## src/rtl/configure.sv

```systemverilog
// configure: SoC address map shared by the bus arbiter and its slaves.
// Target i is hit when (addr & ~TARGET_MASK[i]) == TARGET_BASE[i].
// Index order matches the arbiter's one-hot bus_valid:
//   0 rom, 1 spi, 2 uart_tx, 3 uart_rx, 4 clint, 5 tim, 6 sram.
package configure;

  localparam int unsigned NUM_TARGETS = 7;

  localparam logic [31:0] ROM_BASE     = 32'h0000_0000;
  localparam logic [31:0] ROM_MASK     = 32'h000F_FFFF;
  localparam logic [31:0] SPI_BASE     = 32'h0010_0000;
  localparam logic [31:0] SPI_MASK     = 32'h000F_FFFF;
  localparam logic [31:0] UART_TX_BASE = 32'h0100_0000;
  localparam logic [31:0] UART_TX_MASK = 32'h0000_00FF;
  localparam logic [31:0] UART_RX_BASE = 32'h0100_0100;
  localparam logic [31:0] UART_RX_MASK = 32'h0000_00FF;
  localparam logic [31:0] CLINT_BASE   = 32'h0200_0000;
  localparam logic [31:0] CLINT_MASK   = 32'h0000_FFFF;
  localparam logic [31:0] TIM_BASE     = 32'h1000_0000;
  localparam logic [31:0] TIM_MASK     = 32'h0000_FFFF;
  localparam logic [31:0] SRAM_BASE    = 32'h8000_0000;
  localparam logic [31:0] SRAM_MASK    = 32'h0FFF_FFFF;

  localparam logic [NUM_TARGETS-1:0][31:0] TARGET_BASE = {
    SRAM_BASE, TIM_BASE, CLINT_BASE, UART_RX_BASE, UART_TX_BASE, SPI_BASE, ROM_BASE
  };
  localparam logic [NUM_TARGETS-1:0][31:0] TARGET_MASK = {
    SRAM_MASK, TIM_MASK, CLINT_MASK, UART_RX_MASK, UART_TX_MASK, SPI_MASK, ROM_MASK
  };

endpackage

```

## src/rtl/bus_arbiter.sv

```systemverilog
// bus_arbiter: shares the single system bus between the instruction-fetch
// port and the data port, one outstanding transaction at a time, and decodes
// the granted address onto one of seven targets from the configure package.
//
// Ports
//   clock, reset          system clock; asynchronous active-low reset
//   imem_valid/addr       fetch request (held until imem_ready)
//   imem_ready/rdata/error  one-cycle fetch completion
//   dmem_valid/addr/wdata/wstrb  data request (wstrb == 0 means read)
//   dmem_ready/rdata/error  one-cycle data completion
//   bus_valid[6:0]        one-hot target select (0 rom .. 6 sram)
//   bus_instr             current transaction is a fetch
//   bus_addr/wdata/wstrb  registered request fields (wstrb 0 for fetches)
//   bus_ready[6:0]        per-target ready
//   bus_rdata[223:0]      per-target read data, target i at [32i+31:32i]
//
// Parameter timeout_cycles: REQ cycles before an error completion (0 = none).
// Build option: define BUS_ARB_RR_EN for round-robin arbitration; otherwise
// the data port has fixed priority over fetch.
module bus_arbiter #(
  parameter int unsigned timeout_cycles = 255
) (
  input  logic         reset,
  input  logic         clock,
  input  logic         imem_valid,
  input  logic [31:0]  imem_addr,
  output logic         imem_ready,
  output logic [31:0]  imem_rdata,
  output logic         imem_error,
  input  logic         dmem_valid,
  input  logic [31:0]  dmem_addr,
  input  logic [31:0]  dmem_wdata,
  input  logic [3:0]   dmem_wstrb,
  output logic         dmem_ready,
  output logic [31:0]  dmem_rdata,
  output logic         dmem_error,
  output logic [6:0]   bus_valid,
  output logic         bus_instr,
  output logic [31:0]  bus_addr,
  output logic [31:0]  bus_wdata,
  output logic [3:0]   bus_wstrb,
  input  logic [6:0]   bus_ready,
  input  logic [223:0] bus_rdata
);

  import configure::*;

  typedef enum logic [1:0] {IDLE, REQ, RESP} state_t;

  state_t      state_q;
  logic [6:0]  bus_valid_q;
  logic        bus_instr_q;
  logic [31:0] bus_addr_q;
  logic [31:0] bus_wdata_q;
  logic [3:0]  bus_wstrb_q;
  logic [15:0] tmo_cnt_q;
  logic        imem_ready_q;
  logic        imem_error_q;
  logic [31:0] imem_rdata_q;
  logic        dmem_ready_q;
  logic        dmem_error_q;
  logic [31:0] dmem_rdata_q;
`ifdef BUS_ARB_RR_EN
  logic        last_instr_q;
`endif

  logic        grant_instr_d;
  logic [31:0] grant_addr_d;
  logic [6:0]  hit_raw;
  logic [6:0]  hit_sel_d;
  logic        sel_ready;
  logic [31:0] sel_rdata;
  logic        tmo_hit;
  logic [31:0] rd_chain [NUM_TARGETS+1];

  always_comb begin
    grant_instr_d = 1'b0;
`ifdef BUS_ARB_RR_EN
    if (imem_valid && dmem_valid) begin
      grant_instr_d = ~last_instr_q;
    end else begin
      grant_instr_d = imem_valid;
    end
`else
    grant_instr_d = imem_valid & ~dmem_valid;
`endif
    grant_addr_d = grant_instr_d ? imem_addr : dmem_addr;
  end

  // Per-target hit and read-data select; rdata is an AND-OR over the one-hot
  // select so no index arithmetic is needed on the wide bus.
  assign rd_chain[0] = '0;
  for (genvar g = 0; g < NUM_TARGETS; g++) begin : g_target
    assign hit_raw[g] = ((grant_addr_d & ~TARGET_MASK[g]) == TARGET_BASE[g]);
    assign rd_chain[g+1] = rd_chain[g] | (bus_rdata[32*g +: 32] & {32{bus_valid_q[g]}});
  end

  // Isolate the lowest set bit so overlapping windows resolve to the lowest index.
  assign hit_sel_d = hit_raw & (~hit_raw + 7'd1);
  assign sel_rdata = rd_chain[NUM_TARGETS];
  assign sel_ready = |(bus_ready & bus_valid_q);
  assign tmo_hit   = (timeout_cycles != 0) &&
                     ((32'(tmo_cnt_q) + 32'd1) == 32'(timeout_cycles));

  always_ff @(posedge clock or negedge reset) begin
    if (!reset) begin
      state_q      <= IDLE;
      bus_valid_q  <= '0;
      bus_instr_q  <= 1'b0;
      bus_addr_q   <= '0;
      bus_wdata_q  <= '0;
      bus_wstrb_q  <= '0;
      tmo_cnt_q    <= '0;
      imem_ready_q <= 1'b0;
      imem_error_q <= 1'b0;
      imem_rdata_q <= '0;
      dmem_ready_q <= 1'b0;
      dmem_error_q <= 1'b0;
      dmem_rdata_q <= '0;
`ifdef BUS_ARB_RR_EN
      last_instr_q <= 1'b1;
`endif
    end else begin
      case (state_q)
        IDLE: begin
          if (imem_valid || dmem_valid) begin
            bus_instr_q <= grant_instr_d;
            bus_addr_q  <= grant_addr_d;
            bus_wdata_q <= grant_instr_d ? '0 : dmem_wdata;
            bus_wstrb_q <= grant_instr_d ? '0 : dmem_wstrb;
            tmo_cnt_q   <= '0;
`ifdef BUS_ARB_RR_EN
            last_instr_q <= grant_instr_d;
`endif
            if (hit_sel_d != '0) begin
              bus_valid_q <= hit_sel_d;
              state_q     <= REQ;
            end else begin
              // Unmapped: complete with error without touching the bus.
              imem_ready_q <= grant_instr_d;
              imem_error_q <= grant_instr_d;
              dmem_ready_q <= ~grant_instr_d;
              dmem_error_q <= ~grant_instr_d;
              imem_rdata_q <= '0;
              dmem_rdata_q <= '0;
              state_q      <= RESP;
            end
          end
        end
        REQ: begin
          if (sel_ready) begin
            bus_valid_q  <= '0;
            imem_ready_q <= bus_instr_q;
            dmem_ready_q <= ~bus_instr_q;
            if (bus_instr_q) begin
              imem_rdata_q <= sel_rdata;
            end else begin
              dmem_rdata_q <= sel_rdata;
            end
            state_q <= RESP;
          end else if (tmo_hit) begin
            bus_valid_q  <= '0;
            imem_ready_q <= bus_instr_q;
            imem_error_q <= bus_instr_q;
            dmem_ready_q <= ~bus_instr_q;
            dmem_error_q <= ~bus_instr_q;
            imem_rdata_q <= '0;
            dmem_rdata_q <= '0;
            state_q      <= RESP;
          end else begin
            tmo_cnt_q <= tmo_cnt_q + 16'd1;
          end
        end
        RESP: begin
          imem_ready_q <= 1'b0;
          imem_error_q <= 1'b0;
          imem_rdata_q <= '0;
          dmem_ready_q <= 1'b0;
          dmem_error_q <= 1'b0;
          dmem_rdata_q <= '0;
          state_q      <= IDLE;
        end
        default: state_q <= IDLE;
      endcase
    end
  end

  assign bus_valid  = bus_valid_q;
  assign bus_instr  = bus_instr_q;
  assign bus_addr   = bus_addr_q;
  assign bus_wdata  = bus_wdata_q;
  assign bus_wstrb  = bus_wstrb_q;
  assign imem_ready = imem_ready_q;
  assign imem_error = imem_error_q;
  assign imem_rdata = imem_rdata_q;
  assign dmem_ready = dmem_ready_q;
  assign dmem_error = dmem_error_q;
  assign dmem_rdata = dmem_rdata_q;

endmodule

```

## config.mk

```make
export PLATFORM = sky130hd
export DESIGN_NAME = bus_arbiter
export DESIGN_NICKNAME = d
export VERILOG_FILES = /design/src/rtl/configure.sv /design/src/rtl/bus_arbiter.sv
export SDC_FILE = /design/constraint.sdc
export NUM_CORES = 1
export LEC_CHECK = 0
export BUFFER_PORTS_ARGS = -buffer_cell sky130_fd_sc_hd__buf_2
export CAP_MARGIN = 10
export CELL_PAD_IN_SITES_DETAIL_PLACEMENT = 1
export CELL_PAD_IN_SITES_GLOBAL_PLACEMENT = 1
export CORE_ASPECT_RATIO = 0.5
export CORE_MARGIN = 3
export CORE_UTILIZATION = 33
export CTS_BUF_LIST = sky130_fd_sc_hd__clkbuf_4
export CTS_CLUSTER_DIAMETER = 60
export DETAILED_ROUTE_END_ITERATION = 8
export HOLD_SLACK_MARGIN = 0.1
export PLACE_DENSITY_LB_ADDON = 0.3
export SLEW_MARGIN = 0
export SYNTH_ARGS = -nofsm -noshare
export SYNTH_HDL_FRONTEND = slang
export SYNTH_SLANG_ARGS = --single-unit
```

## constraint.sdc

```tcl
create_clock -name clock -period 3.9 [get_ports clock]
set_input_delay 0.39 -clock clock [delete_from_list [all_inputs] [get_ports clock]]
set_output_delay 0.39 -clock clock [all_outputs]
set_load 0.03 [all_outputs]
```

==> results of run 1 <==
-- per-stage QoR --
stage	util, %	instances	hold slack, ns
floorplan	-	816	0.09441
finish	49.38	1680	0.1434
CTS	49.33	1675	0.1001
global route	49.38	1680	0.1126
detailed placement	45.32	1570	0.4669
global placement	45.32	1570	0.4610
-- state kept, by name (all words and copies together), names as in the netlist --
name and count:
state_q 2, bus_wdata 32, bus_instr 1, imem_ready 1, tmo_cnt_q 16, dmem_error 1
bus_addr 32, dmem_rdata 32, bus_wstrb 4, imem_error 1, imem_rdata 32, dmem_ready 1
bus_valid 7
-- cell families after synthesis --
kind of cell               count (synthesis)
and+or+nand+nor                          207
adders and majority gates                  5
AOI/OAI and AO/OA                        309
buffers and inverters                     91
muxes                                     40
DFF                                      162
xor gates and xnor gates                   2
-- path summary, 6_finish.rpt --
path                                               to  slack (ns)  cells after the start
min                          bus_addr[14]$_DFFE_PN0P_        0.14                      3
max in group asynchronous   bus_wdata[26]$_DFFE_PN0P_        2.46                      3
max reg2reg                dmem_rdata[24]$_DFFE_PN0P_        0.78                      8
max                        dmem_rdata[24]$_DFFE_PN0P_        0.78                      8
min in group asynchronous    tmo_cnt_q[7]$_DFFE_PN0P_        0.48                      2
min reg2reg                  bus_addr[20]$_DFFE_PN0P_        0.50                      2
-- cell usage after synthesis (3+ instances only) --
cell       count  area (um2)
dfrtp_1      162        4054
nand2_1       77       289.0
a22oi_1       67       503.0
o2bb2ai_1     65       569.3
clkbuf_1      63       236.5
nand3_1       54       270.3
o21ai_0       45       225.2
a22o_1        37       324.1
a222oi_1      33       330.3
mux2i_1       33       330.3
a31oi_1       23       143.9
nor2_1        14       52.55
inv_1         12       45.04
nor3_1         8       40.04
a21oi_1        7       35.03
and3_1         7       43.79
buf_1          6       22.52
nand3b_1       6       45.04
nor4_1         6       37.54
buf_2          5       25.02
ha_1           5       62.56
nand4_1        5       31.28
nor3b_1        5       37.54
o31ai_1        5       37.54
or4b_1         5       50.05
mux2_2         4       45.04
or3_1          4       25.02
and4_1         3       26.28
buf_6          3       33.78
mux2_4         3       45.04
o21ai_1        3       15.01
-- layer usage --
| layer | vias to the layer above | wire length [um] |
|---|---|---|
| li1 | 4247 | - |
| met1 | 4671 | 15510 |
| met2 | 383 | 19420 |
| met3 | 78 | 2527 |
| met4 | 2 | 1253 |
| met5 | - | 13 |
-- power groups by stage --
stage / Combinational (mW) / Sequential, mW / Clock, mW
4_1_cts: 2.57 / 2.30 / 0.964
3_3_place_gp: 2.45 / 2.31 / 0
5_1_grt: 2.76 / 2.36 / 1.03
6_report: 2.58 / 2.31 / 0.931
2_1_floorplan: 0.805 / 3.05 / 0
3_5_place_dp: 2.51 / 2.31 / 0
-- final cells by class --
class / instances / area (um2)
Antenna cell: 5 / 12.51
Clock buffer: 20 / 150.1
Clock inverter: 11 / 90.09
Fill cell: 2899 / 12390
Inverter: 12 / 45.04
Multi-Input combinational cell: 563 / 4018
Sequential cell: 162 / 4054
Tap cell: 336 / 420.4
Timing Repair Buffer: 571 / 3294
-- worst max-delay path: cells and delay by family (launching register included) --
family          cells  cell delay [ns]
compound gates      3             1.24
buf+inv             1             0.17
simple gates        4             1.03
flops               1             0.59
==> flow_summary.ini, run 1 <==
[run_status]
status = completed

[timing]
worstMarginPinSlew_ns = 0.9997
setup_violations = 0
finalMaxSlewViolations = 0
tns_ns = 0
post-route-period-util_pct = 80.08
clock_skew_ns = 0.02926
finalHoldViolCount = 0
fin_crit_ns = 3.123
fmax_mhz = 320.2
layout_setup_ws_ns = 0.7768
relSlewSlack_pct = 33.35
rsz0062_at_grt = no

[synth]
yosys_warnings = 0
async_reset_ff_share_pct = 100.0
yosys.area_share.simple_pct = 12.74
ys_types = 63
netlist_area_um2 = 8398
synth-seq-cells = 162
synth_edf_count = 0
syn_nets = 1156
synth_top_family_by_area = compound AO/OA/AOI/OAI gates
muxShareOfSynthArea_pct = 5.006
avgSynthCellArea_um2 = 10.29
seq_area_frac_synth_pct = 48.27
synthAdderAreaFrac_pct = 0.7449
synth_compound_area_share_pct = 28.53
syn_inst = 816
synth-xor-area-share_pct = 0.2086
synth-main-ff-cell = dfrtp_1

[hold_path]
min_from = imem_addr[14]
hold_path_class = input port to flip-flop

[clock_tree]
clockRootBuffer = clkbuf_4
cts.clk_slew.worst_paths_ns = 0.16
cts_tree = built
cts_buffer_depth = 2
postCtsSetupRepairBufs = 0
cts_buffers = 17
htreeDepth = 4
cts_num_sinks = 162
ctsHoldBuffers = 74
clock_latency_ns = 0.60
cts_resized = 0

[pwr]
power_density_nw_per_um2 = 482.4
irDropWorstVdd_uv = 482.5
switchingPower_mw = 2.609
p_leak_nw = 6.075
finalPower_mw = 5.830
intPower_mw = 3.221
combPwrFrac_pct = 44.3
p_clk_share_pct = 16.0
power_frac_seq_pct = 39.7
p_sw_share_pct = 44.76

[global_route]
top_usage_layer = met2
grt_max_degree = 106
met2_usage_pct = 46.92
grt_use_met3_pct = 5.756
grt_pass1_wl_um = 58880
grt_usage_pct = 27.30
use_met1_pct = 33.19
grt_pass1_vias = 10060
antenna_found_initial = 6
grt_overflow = 0

[worst_setup_path]
max_stage_delay_ns = 0.76
cp.arrival_ns = 3.63
crit_path_max_fanout = 32
crit_path_cell_trace = nand4_1 > nor4_4 > nor4_1 > a31oi_1 > nor4_1 > buf_4 > o21ai_4 > o2bb2ai_1
worstSetupStartpoint = tmo_cnt_q[2]$_DFFE_PN0P_
crit_slowest_cell = o21ai_4
worst_path_most_repeated_cell = nor4_1
end_kind = flip-flop
start_kind = flip-flop
critPathKind = flip-flop to flip-flop
worstPathRequired_ns = 4.41
timing.rr.start = tmo_cnt_q[2]$_DFFE_PN0P_

[final_layout]
area_delta_synth_final_pct = 43.89
drive_above_1_share_pct = 40.85
nNetsFinal = 1667
design_area_um2 = 12080
layout_commonest_cell = buf_2
final_cell_mix = buf_2 (477), dfrtp_1 (162), nand2_1 (77), dlygate4sd3_1 (74), a22oi_1 (67)

[route]
drt-pass1-iter-count = 7
drc = 0
drtIter0Drc = 780
ant_nets = 0
routed_wl_um = 38720
viasPerCell = 5.584
wl_per_cell_um = 23.05
dr_total_vias = 9381

[placement]
dp_slack_ns = 0.4419
gp_congestion = 0.9598
portBuffers = 478
place_hpwl_um = 28250
post_dp_cell_area_um2 = 11090

[flow_run]
maxCapViolCount = 0

[floorplan]
rows = 40
dieArea_um2 = 27510
die-width_um = 231.6
die-height_um = 118.8
core_um2 = 24470
start_util_pct = 34.31
io_pins = 479
Note: power is estimated with default switching activity, not from simulation.
==> run 2, diff against run 1 <==
Clock period 3.9 ns to 3.1 ns, I/O delays scaled along.
==> flow_summary.ini, run 2 (synthesis results as in run 1) <==
[run_status]
status = completed

[worst_setup_path]
cp.arrival_ns = 3.47
crit_slowest_cell = dlygate4sd3_1
worst_path_most_repeated_cell = buf_4
end_kind = flip-flop
worstPathRequired_ns = 3.54
max_stage_delay_ns = 0.56
critPathKind = input port to flip-flop
start_kind = input port
crit_path_max_fanout = 32
crit_path_cell_trace = dlygate4sd3_1 > buf_2 > nor2b_1 > buf_4 > o31ai_1 > nand3_1 > nor3b_2 > o32ai_2 > buf_4 > nand3_2 > buf_4 > o2bb2ai_1

[clock_tree]
cts_num_sinks = 162
cts_buffers = 17
cts.clk_slew.worst_paths_ns = 0.13
clock_latency_ns = 0.58
htreeDepth = 4
cts_tree = built
clockRootBuffer = clkbuf_4
cts_buffer_depth = 2

[placement]
dp_slack_ns = 0.001322
portBuffers = 478
place_hpwl_um = 28610
gp_congestion = 0.9370

[pwr]
power_density_nw_per_um2 = 593.7
irDropWorstVdd_uv = 634.7
p_leak_nw = 6.231

[timing]
fmax_mhz = 330.8
layout_setup_ws_ns = 0.07731
post-route-period-util_pct = 97.51
finalHoldViolCount = 0
fin_crit_ns = 3.023
tns_ns = 0
worstMarginPinSlew_ns = 1.017
rsz0062_at_grt = no
clock_skew_ns = 0.02519
relSlewSlack_pct = 31.51
setup_violations = 0
finalMaxSlewViolations = 0

[final_layout]
final_cell_mix = buf_2 (477), dfrtp_1 (156), dlygate4sd3_1 (97), nand2_1 (77), a22oi_1 (67)
nNetsFinal = 1705
layout_commonest_cell = buf_2
area_delta_synth_final_pct = 48.67
num-fill-cells = 2895
drive_above_1_share_pct = 41.25

[global_route]
grt_usage_pct = 28.33
grt_overflow = 0
grt_pass1_wl_um = 60950
grt_max_degree = 84
grt_pass1_vias = 10150
antenna_found_initial = 7

[floorplan]
die-width_um = 231.6
io_pins = 479
dieArea_um2 = 27510
core_um2 = 24470
start_util_pct = 34.31
rows = 40
die-height_um = 118.8

[route]
ant_nets = 0
wl_per_cell_um = 23.75
drtIter0Drc = 967
drc = 0
viasPerCell = 5.617
drt-pass1-iter-count = 6
dr_total_vias = 9661
routed_wl_um = 40840

[hold_path]
hold_path_class = input port to flip-flop

[flow_run]
maxCapViolCount = 0
## run 2: worst paths after layout
check,from,endpoint,slack (ns),cells after the start
min in group asynchronous,reset,bus_wdata[25]$_DFFE_PN0P_,0.36,2
max in group asynchronous,reset,bus_wdata[21]$_DFFE_PN0P_,1.80,3
worst max register to register,tmo_cnt_q[2]$_DFFE_PN0P_,bus_valid[2]$_DFFE_PN0P_,0.17,7
worst min-delay path,bus_rdata[165],imem_rdata[5]$_DFFE_PN0P_,0.17,5
worst max-delay path,imem_valid,imem_rdata[16]$_DFFE_PN0P_,0.08,12
worst min register to register,dmem_rdata[28]$_DFFE_PN0P_,dmem_rdata[28]$_DFFE_PN0P_,0.50,1
## run 2: routing by layer
metal / track usage [%] / vias up / wire length [um]
li1: - / 4319 / -
met1: 35.67 / 4850 / 16730
met2: 49.09 / 421 / 20370
met3: 4.865 / 71 / 2529
met4: 10.01 / 0 / 1209
met5: 0 / - / 0
## run 2: cell type report
class	count	area, um2	area share [%]
Antenna cell	7	17.52	0.1403
Clock buffer	18	135.1	1.082
Clock inverter	13	96.34	0.7716
Inverter	12	45.04	0.3608
Multi-Input combinational cell	565	4063	32.54
Sequential cell	162	4061	32.53
Tap cell	336	420.4	3.367
Timing Repair Buffer	607	3647	29.21
## run 2: critical path, delay by kind of cell
kind	cells	cell delay [ns]
AOI/OAI and AO/OA	3	0.73
buffers and inverters	5	1.50
and+or+nand+nor	4	0.90
## run 2: per-stage QoR
stage / power [mW] / hold WS (ns) / instance area (um2) / util [%] / std cells
finish: 7.413 / 0.1680 / 12490 / 51.02 / 1720
global route: 7.839 / 0.1324 / 12490 / 51.02 / 1720
CTS: 7.351 / 0.1040 / 12400 / 50.69 / 1711
detailed placement: 6.069 / 0.4396 / 11190 / 45.74 / 1582
global placement: 5.999 / 0.4239 / 11190 / 45.74 / 1582
floorplan: 4.855 / 0.01441 / 8398 / - / 816
## run 2: report_power, final
group	leakage [nW]	internal, mW	switching, mW
Combinational	3.96	1.09	2.26
Sequential	2.15	2.59	0.326
Clock	0.125	0.386	0.759
Total	6.23	4.07	3.35
## run 2: what timing repair did
item	in CTS	in global routing
hold buffers	97	0
cloned	1	1
setup endpoints to repair	12	59
setup buffers	0	1
resized for setup	0	12
endpoints found under the hold margin	150	0
pin swaps	1	1
==> run 3, diff against run 2 <==
Settings changed: ABC_AREA set to 1, CORE_UTILIZATION 33 to 35.
Clock period 3.1 ns to 3.86 ns, I/O delays scaled along.
==> flow_summary.ini, run 3 <==
[floorplan]
start_util_pct = 35.89
rows = 41
core_um2 = 25390
die-width_um = 234.2
die-height_um = 120.1
dieArea_um2 = 28130
io_pins = 479

[timing]
setup_violations = 0
post-route-period-util_pct = 83.80
layout_setup_ws_ns = 0.6252
hold_ws_ns = 0.1130
fin_crit_ns = 3.235
relSlewSlack_pct = 32.50
tns_ns = 0
worstMarginPinSlew_ns = 1.013
finalHoldViolCount = 0
fmax_mhz = 309.1
clock_skew_ns = 0.04599
finalMaxSlewViolations = 0
rsz0062_at_grt = no

[synth]
netlist_area_um2 = 9114
avgSynthCellArea_um2 = 7.620
ys_top_cells_by_count = nand2_1 (446), dfrtp_1 (162), nand4_1 (87)
synth_edf_count = 0
synth.most_common_cell = nand2_1
yosys_warnings = 0
synth_area_leaders = dfrtp_1 (44%), nand2_1 (18%), nand4_1 (6.0%), a32o_1 (4.0%), a21oi_1 (3.2%)
synth-main-ff-cell = dfrtp_1
syn_inst = 1196
synth-seq-cells = 162
seq_area_frac_synth_pct = 44.48
syn_nets = 1536
ys_types = 37
async_reset_ff_share_pct = 100.0
netlist.area_leader.share_pct = 44.48
yosysTopAreaCell = dfrtp_1

[final_layout]
final_util_pct = 50.23
nNetsFinal = 2040
seq_area_um2 = 4054
stdcell_count = 2064
num-fill-cells = 3315
drive_above_1_share_pct = 32.81
design_area_um2 = 12750
area_delta_synth_final_pct = 39.95
layout_commonest_cell = buf_2
multi_input_area_um2 = 4422
final_cell_mix = buf_2 (477), nand2_1 (446), dfrtp_1 (162), nand4_1 (87), dlygate4sd3_1 (74)

[clock_tree]
cts_buffer_depth = 2
cts.clk_slew.worst_paths_ns = 0.18
cts_resized = 0
cts_buffers = 17
clock_latency_ns = 0.69
clockRootBuffer = clkbuf_4
cts_tree = built
cts_num_sinks = 162
htreeDepth = 4

[worst_setup_path]
r2r.worst_path.cells = 9
cp.arrival_ns = 3.84
worstPathRequired_ns = 4.46
crit_path_max_fanout = 84
start_kind = flip-flop
end_kind = flip-flop
timing.rr.start = state_q[0]$_DFFE_PN0P_
worstSetupStartpoint = state_q[0]$_DFFE_PN0P_
critPathKind = flip-flop to flip-flop
rrSetupSlack_ns = 0.63
rr_endpoint = bus_addr[5]$_DFFE_PN0P_

[route]
drt-pass1-iter-count = 6
routed_wl_um = 48010
drc = 0
wl_per_cell_um = 23.26
viasPerCell = 5.507
drtIter0Drc = 948
ant_nets = 0
dr_total_vias = 11370

[hold_path]
min_from = dmem_addr[23]
min_to = bus_addr[23]$_DFFE_PN0P_
hold_depth = 5
hold_path_class = input port to flip-flop

[global_route]
grt_pass1_vias = 11970
grt_pass1_wl_um = 71340
grt_usage_pct = 33.71
grt_max_degree = 98
antenna_found_initial = 9
grt_overflow = 0

[placement]
gp_congestion = 1.032
portBuffers = 478
place_hpwl_um = 33720
placedCellCount = 1951
dp_slack_ns = 0.6761
post_dp_cell_area_um2 = 11710

[pwr]
irDropWorstVdd_uv = 383.7
p_leak_nw = 6.763
finalPower_mw = 6.191
power_density_nw_per_um2 = 485.4

[run_status]
status = completed

[flow_run]
maxCapViolCount = 0
==> run 3: layer usage <==
layer  vias to the layer above  GRT usage, %  part of all wire, %
met4                         4         13.74                  3.5
met2                       489         55.88                   49
met3                       110         8.539                  7.0
met1                      5674         42.03                   40
li1                       5090             -                    -
met5                         -             0                0.056
==> run 3: final cells by class <==
type / instances / share of cell area (%)
multi-input combinational: 882 / 34.67
sequential: 162 / 31.78
timing repair buffer: 571 / 25.83
tap: 344 / 3.375
inverter: 66 / 1.942
clock inverter: 15 / 1.265
clock buffer: 17 / 1.001
antenna: 7 / 0.1373
==> run 3: worst max-delay path by stage <==
stage,cells past startpoint,to,slack (ns)
final,9,bus_addr[5]$_DFFE_PN0P_,0.63
after floorplan,15,dmem_rdata[10]$_DFFE_PN0P_,1.74
after CTS,9,bus_addr[6]$_DFFE_PN0P_,0.85
after global placement,16,imem_ready$_DFFE_PN0P_,0.93
after detailed placement,15,imem_rdata[9]$_DFFE_PN0P_,0.68
after global routing,9,bus_addr[5]$_DFFE_PN0P_,0.46
==> run 3: cell families after synthesis <==
logic type / share of synthesized area [%]
simple gates: 32.22
compound gates: 15.51
flops: 44.48
buf+inv: 7.002
fa+ha+maj: 0.6864
xor+xnor: 0.09612
==> run 3: repair_timing <==
item / CTS / global route
endpoints found under the hold margin: 154 / 0
setup buffers: 0 / 0
hold buffers: 74 / 0
==> run 3: power by group <==
| group | switching [mW] | internal [mW] |
|---|---|---|
| registers | 0.276 | 2.07 |
| clock network | 0.794 | 0.302 |
| logic | 1.92 | 0.831 |
==> run 3: critical path, cell delays in order, from the launching register on <==
cell and delay [ns]:
dfrtp_1 0.44, inv_1 0.06, ha_1 0.25, nand2_1 0.15, nand2_1 0.47, inv_2 0.18
buf_4 0.68, nand2_1 0.14, o21ai_0 0.14, dlygate4sd3_1 0.63
